===== src/rtl/ex_pkg.sv =====
// ex_pkg: shared types, widths and the forwarding mux for the EX operand stage
package ex_pkg;
  localparam int XLEN = 32;
  typedef enum logic [3:0] {
    OP_ADD  = 4'd0,
    OP_SUB  = 4'd1,
    OP_AND  = 4'd2,
    OP_OR   = 4'd3,
    OP_XOR  = 4'd4,
    OP_SLL  = 4'd5,
    OP_SRL  = 4'd6,
    OP_SRA  = 4'd7,
    OP_SLT  = 4'd8,
    OP_SLTU = 4'd9,
    OP_MUL  = 4'd10
  } alu_op_t;
  typedef enum logic [1:0] {
    FWD_NONE   = 2'b00,
    FWD_MEM_WB = 2'b01,
    FWD_EX_MEM = 2'b10
  } fwd_sel_t;
  typedef enum logic [1:0] {
    IDLE     = 2'd0,
    MUL_BUSY = 2'd1,
    MUL_DONE = 2'd2
  } mul_state_t;
  function automatic logic [XLEN-1:0] fwd_mux(input logic [1:0] sel, input logic [XLEN-1:0] reg_v,
                                              input logic [XLEN-1:0] ex_mem, input logic [XLEN-1:0] mem_wb);
    return sel == FWD_EX_MEM ? ex_mem : sel == FWD_MEM_WB ? mem_wb : reg_v;
  endfunction
endpackage


===== src/rtl/ex_operand_stage_mul_iter.sv =====
// mul_iter: 32-step shift-add multiplier, one multiplier bit per cycle, low word product
module mul_iter
  import ex_pkg::*;
(
  input  logic            clk,
  input  logic            rst,
  input  logic            kill,
  input  logic            start,
  input  logic [XLEN-1:0] a,
  input  logic [XLEN-1:0] b,
  output logic            busy,
  output logic            done,
  output logic [XLEN-1:0] product
);
  logic [XLEN-1:0] mcand, mplier, acc;
  logic [4:0] cnt;
  logic run;
  assign busy = run;
  assign done = run && &cnt;
  assign product = acc;
  always_ff @(posedge clk or posedge rst) begin
    if (rst) begin
      mcand <= '0;
      mplier <= '0;
      acc <= '0;
      cnt <= '0;
      run <= 1'b0;
    end else if (kill) begin
      cnt <= '0;
      run <= 1'b0;
    end else if (start) begin
      mcand <= a;
      mplier <= b;
      acc <= '0;
      cnt <= '0;
      run <= 1'b1;
    end else if (run) begin
      acc <= mplier[0] ? acc + mcand : acc;
      mcand <= mcand << 1;
      mplier <= mplier >> 1;
      cnt <= cnt + 5'd1;
      run <= ~&cnt;
    end
  end
endmodule


===== src/rtl/ex_operand_stage.sv =====
// ex_operand_stage: forwarding muxes, ALU and EX/MEM register; EX_MUL_EN adds a stalling iterative MUL
// Without EX_MUL_EN, MUL yields 0 in one cycle and stall is tied low.
module ex_operand_stage
  import ex_pkg::*;
(
  input  logic            clk,
  input  logic            rst,
  input  logic [1:0]      forward_a,
  input  logic [1:0]      forward_b,
  input  logic [XLEN-1:0] rs1_data,
  input  logic [XLEN-1:0] rs2_data,
  input  logic [XLEN-1:0] alu_result_ex_mem,
  input  logic [XLEN-1:0] wb_data_mem_wb,
  input  logic [XLEN-1:0] imm,
  input  logic            alu_src,
  input  logic [3:0]      op,
  input  logic            valid_in,
  input  logic [4:0]      ard_in,
  input  logic            regwrite_in,
  input  logic            flush,
  output logic [XLEN-1:0] alu_result_out,
  output logic [XLEN-1:0] store_data_out,
  output logic [4:0]      ard_out,
  output logic            regwrite_out,
  output logic            valid_out,
  output logic            stall
);
  logic [XLEN-1:0] fwd_a, fwd_b, opb, alu_y, product;
  logic [4:0] m_ard;
  logic m_rw, done_sel;
  assign fwd_a = fwd_mux(forward_a, rs1_data, alu_result_ex_mem, wb_data_mem_wb);
  assign fwd_b = fwd_mux(forward_b, rs2_data, alu_result_ex_mem, wb_data_mem_wb);
  assign opb = alu_src ? imm : fwd_b;
  always_comb begin
    alu_y = '0;
    case (alu_op_t'(op))
      OP_ADD:  alu_y = fwd_a + opb;
      OP_SUB:  alu_y = fwd_a - opb;
      OP_AND:  alu_y = fwd_a & opb;
      OP_OR:   alu_y = fwd_a | opb;
      OP_XOR:  alu_y = fwd_a ^ opb;
      OP_SLL:  alu_y = fwd_a << opb[4:0];
      OP_SRL:  alu_y = fwd_a >> opb[4:0];
      OP_SRA:  alu_y = $signed(fwd_a) >>> opb[4:0];
      OP_SLT:  alu_y = {31'b0, $signed(fwd_a) < $signed(opb)};
      OP_SLTU: alu_y = {31'b0, fwd_a < opb};
      default: alu_y = '0;
    endcase
  end
`ifdef EX_MUL_EN
  mul_state_t state, state_nxt;
  logic mul_req, mul_busy, mul_done;
  assign mul_req = state == IDLE && valid_in && op == OP_MUL;
  assign stall = mul_req || mul_busy;
  assign done_sel = state == MUL_DONE;
  always_comb begin
    state_nxt = flush ? IDLE :
                mul_req ? MUL_BUSY :
                (state == MUL_BUSY && mul_done) ? MUL_DONE :
                done_sel ? IDLE : state;
  end
  always_ff @(posedge clk or posedge rst) begin
    if (rst) begin
      state <= IDLE;
      m_ard <= '0;
      m_rw <= 1'b0;
    end else begin
      state <= state_nxt;
      m_ard <= (mul_req && !flush) ? ard_in : m_ard;
      m_rw <= (mul_req && !flush) ? regwrite_in : m_rw;
    end
  end
  mul_iter u_mul (
    .clk(clk),
    .rst(rst),
    .kill(flush),
    .start(mul_req && !flush),
    .a(fwd_a),
    .b(fwd_b),
    .busy(mul_busy),
    .done(mul_done),
    .product(product)
  );
`else
  assign stall = 1'b0;
  assign done_sel = 1'b0;
  assign product = '0;
  assign m_ard = '0;
  assign m_rw = 1'b0;
`endif
  // MUL_DONE writes the product regardless of the (held) upstream instruction
  always_ff @(posedge clk or posedge rst) begin
    if (rst) begin
      alu_result_out <= '0;
      store_data_out <= '0;
      ard_out <= '0;
      regwrite_out <= 1'b0;
      valid_out <= 1'b0;
    end else if (flush || stall || (!valid_in && !done_sel)) begin
      regwrite_out <= 1'b0;
      valid_out <= 1'b0;
    end else begin
      alu_result_out <= done_sel ? product : alu_y;
      store_data_out <= done_sel ? '0 : fwd_b;
      ard_out <= done_sel ? m_ard : ard_in;
      regwrite_out <= done_sel ? m_rw : regwrite_in;
      valid_out <= 1'b1;
    end
  end
endmodule

===== config.mk =====
export PLATFORM = sky130hd
export DESIGN_NAME = ex_operand_stage
export DESIGN_NICKNAME = d
export VERILOG_FILES = /design/src/rtl/ex_pkg.sv /design/src/rtl/ex_operand_stage_mul_iter.sv /design/src/rtl/ex_operand_stage.sv
export SDC_FILE = /design/constraint.sdc
export NUM_CORES = 1
export LEC_CHECK = 0
export CAP_MARGIN = 20
export CORE_MARGIN = 4
export CORE_UTILIZATION = 35
export CTS_BUF_LIST = sky130_fd_sc_hd__clkbuf_4
export CTS_CLUSTER_DIAMETER = 50
export CTS_CLUSTER_SIZE = 14
export DETAILED_ROUTE_END_ITERATION = 12
export HOLD_SLACK_MARGIN = 0.06
export SLEW_MARGIN = 10
export SYNTH_ARGS = -nofsm -noshare
export SYNTH_HDL_FRONTEND = slang
export SYNTH_SLANG_ARGS = --single-unit

===== constraint.sdc =====
create_clock -name clk -period 3.79 [get_ports clk]
set_clock_uncertainty 0.05 [all_clocks]
set_input_delay 0.379 -clock clk [delete_from_list [all_inputs] [get_ports clk]]
set_output_delay 0.379 -clock clk [all_outputs]
set_load 0.01 [all_outputs]

# Word-level counts from Yosys, hierarchy flattened
# Cells that the tools add are included.
[totals] reg_bits=71 inputBits=179 output_inout_bits=72 word_cells=39
[classes] add_sub_neg=2 order_cmp=2 n_eq_ne=13 shift=3 n_mux=8 n_bitwise=3 n_reduce_logical=3
[ops] operator="32-bit one-hot mux with 10 select lines" n=1
[ops] operator="32-bit two-way mux" n=5
[ops] operator="32-bit < comparator" n=2
[ops] operator="32-bit adder" n=1
[ops] operator="32-bit AND" n=1
[ops] operator="32-bit bitwise OR" n=1
[ops] operator="32-bit by 5-bit left shift with 32-bit output" n=1
[ops] operator="32-bit by 5-bit right shift with 32-bit output" n=1
[ops] operator="32-bit by 5-bit >>> shifter with 32-bit output" n=1
[ops] operator="32-bit subtractor" n=1
[ops] operator="32-bit XOR" n=1
[ops] operator="4-bit by 3-bit equality test with 1-bit output (second input constant)" n=4
[ops] operator="4-bit by 2-bit equality test with 1-bit output (second input constant)" n=2
[ops] operator="4-bit equality test (second input constant)" n=2
[ops] operator="2-bit by 1-bit equality test with 1-bit output (second input constant)" n=2
[ops] operator="2-bit equality test (second input constant)" n=2
[ops] operator="4-bit by 1-bit equality test with 1-bit output (second input constant)" n=1
[ops] operator="4-bit logical NOT" n=1
[ops] operator="1-bit two-way mux" n=2
[ops] operator="1-bit logical NOT" n=1
[ops] operator="1-bit logical OR" n=1

# Logic depth before layout (Yosys ltp)
# Gate-level depths: netlist of run 1.
[depth] word_depth=6 depth_mapped=21 ltp_nobuf=17

# Worst setup path before layout of run 1
# OpenSTA, ideal clock, no wires.
[synth_timing] kind="input -> register" from="in forward_b[0]" to="reg alu_result_out[25]" setup_ns=0.126 t_arrival_ns=4.119 required_ns=3.614 path_slack_ns=-0.505 cell_stages=18 cell_sequence="buf_6 buf_4 buf_1 mux2_2 o21ai_0 o21ai_0 ha_1 buf_2 o21ai_1 nor3_1 a21oi_1 a21oi_1 o31a_1 a221oi_2 o211ai_1 a21oi_1 nor3b_1 o32a_1"
[synth_between] elab_chain_len=6 elab_cells_between_ends=14 classes_between="2 x add/sub; 2 x eq/ne; 3 x shift; 4 x mux; 3 x bitwise"
[synth_rtl] item="start: declaration" line_no="ex_operand_stage.sv:9" text="input logic [1:0] forward_b,"
[synth_rtl] item="2-bit by 1-bit equality test with 1-bit output" line_no="ex_pkg.sv:29" text="return sel == FWD_EX_MEM ? ex_mem : sel == FWD_MEM_WB ? mem_wb : reg_v;"
[synth_rtl] item="32-bit two-way mux" line_no="ex_pkg.sv:29"
[synth_rtl] item="32-bit two-way mux *" line_no="ex_pkg.sv:29"
[synth_rtl] item="32-bit two-way mux *" line_no="ex_operand_stage.sv:33" text="assign opb = alu_src ? imm : fwd_b;"
[synth_rtl] item="32-bit subtractor (tied with other cells)" line_no="ex_operand_stage.sv:38" text="OP_SUB: alu_y = fwd_a - opb;"
[synth_rtl] item="32-bit one-hot mux with 10 select lines *" line_no="ex_operand_stage.sv:36" text="case (alu_op_t'(op))"
[synth_rtl] item="end signal: assignment" line_no="ex_operand_stage.sv:103" text="alu_result_out <= done_sel ? product : alu_y;"
[synth_rtl] item="end: declaration" line_no="ex_operand_stage.sv:21" text="output logic [XLEN-1:0] alu_result_out,"
# Mark *: on every way between the ends. The rest lies on a longest branch, timed or not.
# A chain may end at the register's enable or synchronous reset.

# Worst setup path in the final report of run 1
[layout_timing] from="in rs2_data[7]" to="reg alu_result_out[29]"
[layout_between] elab_chain_len=5 elab_cells_between_ends=6 classes_between="2 x add/sub; 4 x mux"
[layout_rtl] item="start: declaration" line_no="ex_operand_stage.sv:11" text="input logic [XLEN-1:0] rs2_data,"
[layout_rtl] item="32-bit two-way mux * (2 in series)" line_no="ex_pkg.sv:29"
[layout_rtl] item="32-bit two-way mux *" line_no="ex_operand_stage.sv:33"
[layout_rtl] item="32-bit subtractor or 32-bit adder (tied branches)" line_no="ex_operand_stage.sv:38, ex_operand_stage.sv:37"
[layout_rtl] item="32-bit one-hot mux with 10 select lines *" line_no="ex_operand_stage.sv:36"
# Marks and branches as above.

==> metrics.md, run 1 <==
| Metric | Value |
|---|---|
| FILL cells | 3796 |
| Slowest CP cell | or4_1 |
| First-pass GRT wire length | 127500 microns |
| WHS Endpoint | store_data_out[4] |
| Die ar. | 42080 sq um |
| Peak VDD IR | 0.0003496 V |
| Synth area leaders | dfrtp_1 (13%), ha_1 (9.0%), o21ai_0 (7.7%) |
| Sum of negative setup slack | -0.03162 ns |
| Syn_nets | 2243 |
| Critical R2R Launch | alu_result_out[17] |
| Crit-path leading delay family | compound AO/OA/AOI/OAI gates |
| Post-Syn Instances | 1964 |
| Gate power share | 77.1% |
| Pins over their slew limit | 0 |
| Initial antenna violation count | 7 |
| Syn avg cell area | 6.926 sq um |
| Num ports | 251 |
| Root Driver | clkbuf_4 |
| Antenna-violating nets left | 0 |
| R2R Setup Slk | 1.37 ns |
| # rows | 71 |
| Register bit total from synthesis | 71 |
| Via Count | 19422 |
| Max incr delay on CP | 0.50 ns |
| Final WS setup | -0.03162 ns |
| Layout cells sized above 1 | 29.33% |
| Endpoints failing setup | 1 |
| Cell Area, Synth | 13600 sq um |
| CTS max path bufs | 2 |
| Internal power | 3.298 mW |
| Clock slew at reported path FFs | 0.19 ns |
| Crit path kind | input pin to flop |
| Vias in the first global route | 18759 |
| WL per Instance | 28.21 microns |
| Share of the synthesized area in the top cell type | 13.06% |
| Largest net degree at the start of global routing | 64 |
| Startpoint Class | input pin |
| Max cap viols | 0 |
| Worst path most repeated cell | o21ai_0 |
| Ys Warns | 0 |
| Clk pwr share | 8.7% |
| GP Congestion | 1.031 |
| RSZ-0062 raised after global routing | true |
| Hold Crit Start | forward_b[1] |
| Number of synthesized flops with an enable pin | 0 |
| Die Height | 205.1 microns |
| Worst Tran Pin Value | 0.8179 ns |
| Detailed Route Iter0 Violations | 2440 |
| CP Data Required Time | 4.25 ns |
| Skew-Pair Late Insertion Delay | 0.56 ns |
| Async set-reset flop share out of synthesis | 100.0% |
| Sequential share of the synthesized area | 13.06% |
| Final worst-path cycle share | 100.8% |
| # DRC | 0 |
| Final Hold Vio Count | 0 |
| Reg2reg end | alu_result_out[17] |
| Cell Pwr Density | 314.6 nW/um^2 |
| Routed wire length | 89360 microns |
| IO buf count | 249 |
| Switching Share | 50.41% |
| Slew HR | 45.47% |
| Area leader, netlist | dfrtp_1 |
| Psw | 3.352 mW |
| Critical path cell sequence | clkdlybuf4s50_1 > mux2_2 > o21ai_0 > o21ai_1 > ha_2 > nand2_1 > a211oi_1 > a21oi_4 > a21oi_2 > o31a_1 > a221oi_4 > buf_4 > or4_1 > nor2_1 > o21ai_0 > a21oi_1 |
| WHS | 0.2120 ns |
| Failing checks | setup timing |
| Final Critical Period | 3.822 ns |
| Reg area | 1777 sq um |
| Buf/Inv on CP | 2 |
| Top FF cell, synth | dfrtp_1 |
| Pre-Repair DR Iteration Count | 6 |
| Reg2Reg Depth | 6 |
| Number of distinct library cells after synthesis | 95 |
| Static Leak | 9.427 nW |
| Fmax | 261.7 MHz |
| Hold path depth | 3 |
| Clock sink count | 71 |
| Crit path DAT | 4.28 ns |
| Initial Utilization | 35.77% |
| Min-delay worst type | input pin to flop |
| CTS tree | done |
| CP Max Fanout | 10 |
| Core area | 38020 sq um |
| Status | complete, but fails checks |
| Layout area overhead | 55.39% |
| Multi-input logic area | 11060 sq um |
| Final HPWL DP | 73120 microns |
| GRT Total Usage | 41.06% |
| Endpoint class of the critical path | flop |
| Flop pwr share | 14.1% |
| Num CTS Buffers | 9 |
| Fin nets | 2927 |
| Grt ovf | 0 |
| Die Span X | 205.1 microns |
| Htree depth | 3 |
| Via/cell ratio | 6.131 |
-- metrics by stage --
step | total power [mW] | util [%] | instances | area (sq um) | worst slack, ns
4_1_cts | 6.379 | 54.75 | 3154 | 20820 | 0.002683
3_3_place_gp | 5.756 | 54.25 | 3133 | 20630 | -0.8730
6_report | 6.649 | 55.59 | 3168 | 21140 | -0.03162
2_1_floorplan | 3.155 | - | 1964 | 13840 | -0.07653
3_5_place_dp | 5.769 | 54.25 | 3133 | 20630 | -0.8960
5_1_grt | 6.944 | 55.58 | 3166 | 21130 | -0.1473
-- Yosys cell counts (15+ instances only) --
cell type  instances
a211oi_1          37
a21o_1            15
a21oi_1          171
a221oi_1          23
a22oi_1           17
a31oi_1           26
buf_1             16
buf_2             47
clkbuf_1          85
dfrtp_1           71
ha_1              98
inv_1             83
mux2_2            39
mux2i_1           96
nand2_1          258
nand2b_1          18
nand3_1           42
nor2_1           142
nor3_1            45
o211ai_1          50
o21ai_0          209
o21ai_1           19
o21bai_1          15
o221a_2           18
o221ai_1          23
o22a_1            16
o22ai_1           15
xnor2_1           18
-- layout make-up --
type / count / share of cell area, %
diodes: 4 / 0.04736
clock buffers: 9 / 0.3197
clock inverters: 7 / 0.2960
inverters: 99 / 1.776
multi-input cells: 1627 / 52.34
flip-flops and latches: 71 / 8.406
well taps: 511 / 3.025
repair buffers: 840 / 33.79
-- how the worst max path moves through the flow --
stage                    startpoint                  to  slack, ns  depth (start not counted)
6_report                rs2_data[7]  alu_result_out[29]      -0.03                         16
3_3_place_gp           forward_a[0]  alu_result_out[18]      -0.87                         18
5_1_grt           wb_data_mem_wb[6]  alu_result_out[29]      -0.15                         17
4_1_cts        alu_result_ex_mem[0]  alu_result_out[18]      0.003                         18
3_5_place_dp           forward_a[1]  alu_result_out[30]      -0.90                         17
2_1_floorplan          forward_b[0]  alu_result_out[23]      -0.08                         18
-- worst min-delay path, cell delays in order --
cell	delay, ns
clkbuf_4	0.20
mux2_2	0.18
o21ai_0	0.07
-- flip-flops by register name, summed over array words and instances, names as in the netlist --
signal / cells
alu_result_out: 32
store_data_out: 32
ard_out: 5
regwrite_out: 1
valid_out: 1
-- power groups by stage --
stage / combinational, mW / clock (mW) / sequential (mW)
after floorplan: 2.19 / 0 / 0.964
after CTS: 4.86 / 0.584 / 0.935
after detailed placement: 4.82 / 0 / 0.951
after global routing: 5.38 / 0.619 / 0.948
after global placement: 4.81 / 0 / 0.947
final: 5.13 / 0.581 / 0.941
-- cells by family (layout without fill, tap and decap cells) --
kind of cell	after synthesis	after routing	share of synthesized area [%]
AO/OA/AOI/OAI	770	770	37.14
AND/OR/NAND/NOR	595	595	19.80
buffers and inverters	266	955	8.454
multiplexers	140	140	10.80
adder cells (fa/ha/maj)	100	100	9.309
flip-flops	71	71	13.06
XOR/XNOR	21	21	1.407
other	1	5	0.02757
-- repair_timing --
item | in CTS | in global routing
setup endpoints to repair | 16 | 19
pin swaps | 6 | 20
hold endpoints to repair | 16 | 0
hold buffers | 1 | 0
resized for setup | 9 | 73
buffers inserted | 4 | 10
-- per-layer routing --
layer / track usage [%] / up-vias / wire length (microns)
met2: 62.83 / 1261 / 38350
met4: 22.89 / 6 / 6313
met1: 51.88 / 9210 / 35000
met3: 11.71 / 301 / 9660
li1: - / 8644 / -
met5: 0 / - / 34
-- cells in the final DEF, fill, tap and decap left out, types with 22 or more instances in the layout --
cell type and count:
dfrtp_1 71, inv_1 82, clkdlybuf4s50_1 240, a21oi_1 164, a221oi_1 22, nand2_1 257
o21ai_1 34, ha_1 88, nor3_1 42, o211ai_1 50, buf_4 571, mux2_2 39
nor2_1 142, mux2i_1 95, o21ai_0 185, a31oi_1 25, a211oi_1 32, nand3_1 42
Power figures use the tool's default switching activity.
==> run 2, diff against run 1 <==
--- a/config.mk
+++ b/config.mk
@@ -12,6 +12,7 @@
 export CTS_CLUSTER_DIAMETER = 50
 export CTS_CLUSTER_SIZE = 14
 export DETAILED_ROUTE_END_ITERATION = 12
+export GPL_TIMING_DRIVEN = 0
 export HOLD_SLACK_MARGIN = 0.06
 export SLEW_MARGIN = 10
 export SYNTH_ARGS = -nofsm -noshare
==> run 2 against run 1 <==
Net effect:
- the flow still finishes with violations (setup timing)
- wire length rose by 7.9%
- final cell count fell by 11%
- worst hold slack got worse by 0.12 ns
- die area did not move
- final area fell by 9.6%
- worst setup slack got worse by 0.059 ns
- global-route usage rose by 2.8 points
- sequential cell count did not move
- non-clock buffer count fell by 351
- sequential share of layout area rose by 0.89 points
- critical path depth fell by 2
==> metrics.md, run 2 (same netlist as run 1, synthesis figures left out) <==
| Metric | Value |
|---|---|
| Crit path DAT | 4.28 ns |
| Fmax | 257.7 MHz |
| Cells after DPL | 2722 |
| Slowest CP cell | ha_1 |
| Leading cell type in the layout, fill and taps excluded | nand2_1 |
| Cell Pwr Density | 328.1 nW/um^2 |
| Final WS setup | -0.09093 ns |
| Flop pwr share | 14.7% |
| Critical R2R Launch | alu_result_out[17] |
| WHS | 0.09143 ns |
| # DRC | 0 |
| Routed wire length | 96380 microns |
| Detailed Route Iter0 Violations | 2798 |
| Crit-path leading delay family | compound AO/OA/AOI/OAI gates |
| # rows | 71 |
| CTS max path bufs | 2 |
| Startpoint Class | input pin |
| Grt ovf | 0 |
| Htree depth | 3 |
| Via/cell ratio | 6.747 |
| Initial antenna violation count | 4 |
| Antenna-violating nets left | 0 |
| Clock slew at reported path FFs | 0.15 ns |
| Max cap viols | 0 |
| Buf/Inv on CP | 4 |
| Final Hold Vio Count | 0 |
| Endpoint class of the critical path | flop |
| Num CTS Buffers | 9 |
| GRT Total Usage | 43.86% |
| Non-Filler Instances | 2817 |
| Pre-Repair DR Iteration Count | 10 |
| Max incr delay on CP | 0.53 ns |
| Final worst-path cycle share | 102.4% |
| Worst Tran Pin Value | 1.121 ns |
| Die ar. | 42080 sq um |
| Clk pwr share | 10.5% |
| Internal power | 2.867 mW |
| Psw | 3.404 mW |
| # hold bufs at CTS | 0 |
| Largest net degree at the start of global routing | 49 |
| Clock sink count | 71 |
| Min-delay worst type | input pin to async pin |
| Switching Share | 54.29% |
| Status | complete, but fails checks |
| CTS tree | done |
| Initial Utilization | 35.77% |
| Final Critical Period | 3.881 ns |
| Die Height | 205.1 microns |
| CP Max Fanout | 11 |
| Fin nets | 2577 |
| CP Launch Point | forward_b[0] |
| Slew HR | 23.36% |
| Static Leak | 7.745 nW |
| Pins over their slew limit | 0 |
| GP Congestion | 1.100 |
| Vias in the first global route | 17565 |
| Regs by FF count | alu_result_out: 32 flops, store_data_out: 32 flops, ard_out: 5 flops |
| Critical path cell sequence | buf_16 > mux2_4 > a2bb2oi_4 > nand2_2 > buf_2 > buf_4 > buf_2 > ha_1 > a21oi_1 > a211oi_4 > nand3_1 > o211ai_1 > a21oi_1 > o221ai_2 |
| Crit path kind | input pin to flop |
| Layout cells sized above 1 | 18.93% |
| Via Count | 19007 |
| First-pass GRT wire length | 133300 microns |
| Die Span X | 205.1 microns |
| CP Data Required Time | 4.19 ns |
| Core area | 38020 sq um |
| Sum of negative setup slack | -0.1001 ns |
| Final HPWL DP | 75570 microns |
| Root Driver | clkbuf_4 |
| Endpoints failing setup | 3 |
| Peak VDD IR | 0.0001676 V |
| IO buf count | 245 |
| Failing checks | setup timing |
| Skew-Pair Late Insertion Delay | 0.54 ns |
| Layout area overhead | 40.51% |
| WL per Instance | 34.21 microns |
| Commonest cells after routing, fill and taps aside | nand2_1 (257), clkdlybuf4s50_1 (228), o21ai_0 (170) |
| Num ports | 251 |
| Gate power share | 74.8% |
## run 2: cell type report
class | count | area (sq um)
Fill cell | 3875 | 18910
Clock inverter | 7 | 103.9
Buffer | 148 | 1040
Clock buffer | 9 | 67.56
Sequential cell | 71 | 1777
Inverter | 99 | 412.9
Timing Repair Buffer | 341 | 3298
Tap cell | 511 | 639.4
Antenna cell | 3 | 7.507
Multi-Input combinational cell | 1627 | 11760
Timing Repair inverter | 1 | 11.26
## run 2: per-stage QoR
stage / power, mW / util, % / setup slack, ns / area (sq um)
after floorplan: 3.155 / - / -0.07653 / 13840
after global placement: 4.791 / 44.54 / -2.202 / 16930
after detailed placement: 4.796 / 44.68 / -2.074 / 16990
after CTS: 5.809 / 48.18 / -0.01130 / 18320
after global routing: 6.458 / 50.25 / -0.02874 / 19110
final: 6.271 / 50.27 / -0.09093 / 19110
## run 2: worst paths after layout
kind	slack [ns]	end	cells after the start
max	-0.09	alu_result_out[30]	14
min	0.09	ard_out[0]	2
max reg2reg	1.37	alu_result_out[17]	6
min reg2reg	0.45	ard_out[0]	2
max in group asynchronous	3.01	alu_result_out[12]	3
min in group clk	0.20	store_data_out[3]	3
## run 2: power by group through the flow
| stage | sequential (mW) | combinational [mW] | clock [mW] |
|---|---|---|---|
| floorplan | 0.964 | 2.19 | 0 |
| finish | 0.924 | 4.69 | 0.659 |
| global route | 0.933 | 4.83 | 0.692 |
| detailed placement | 0.936 | 3.86 | 0 |
| CTS | 0.921 | 4.23 | 0.662 |
| global placement | 0.931 | 3.86 | 0 |
## run 2: layer usage
layer	wire length, microns	track usage [%]	part of all wire [%]
met1	37350	57.92	39
met2	39170	62.12	41
met3	12700	14.31	13
met4	7154	25.72	7.4
met5	12	0	0.012
## run 2: timing repair
item	4_1_cts	5_1_grt
setup endpoints to repair	29	19
pin swaps	55	55
buffers inserted	50	40
gates resized for setup	242	109
cloned	1	4
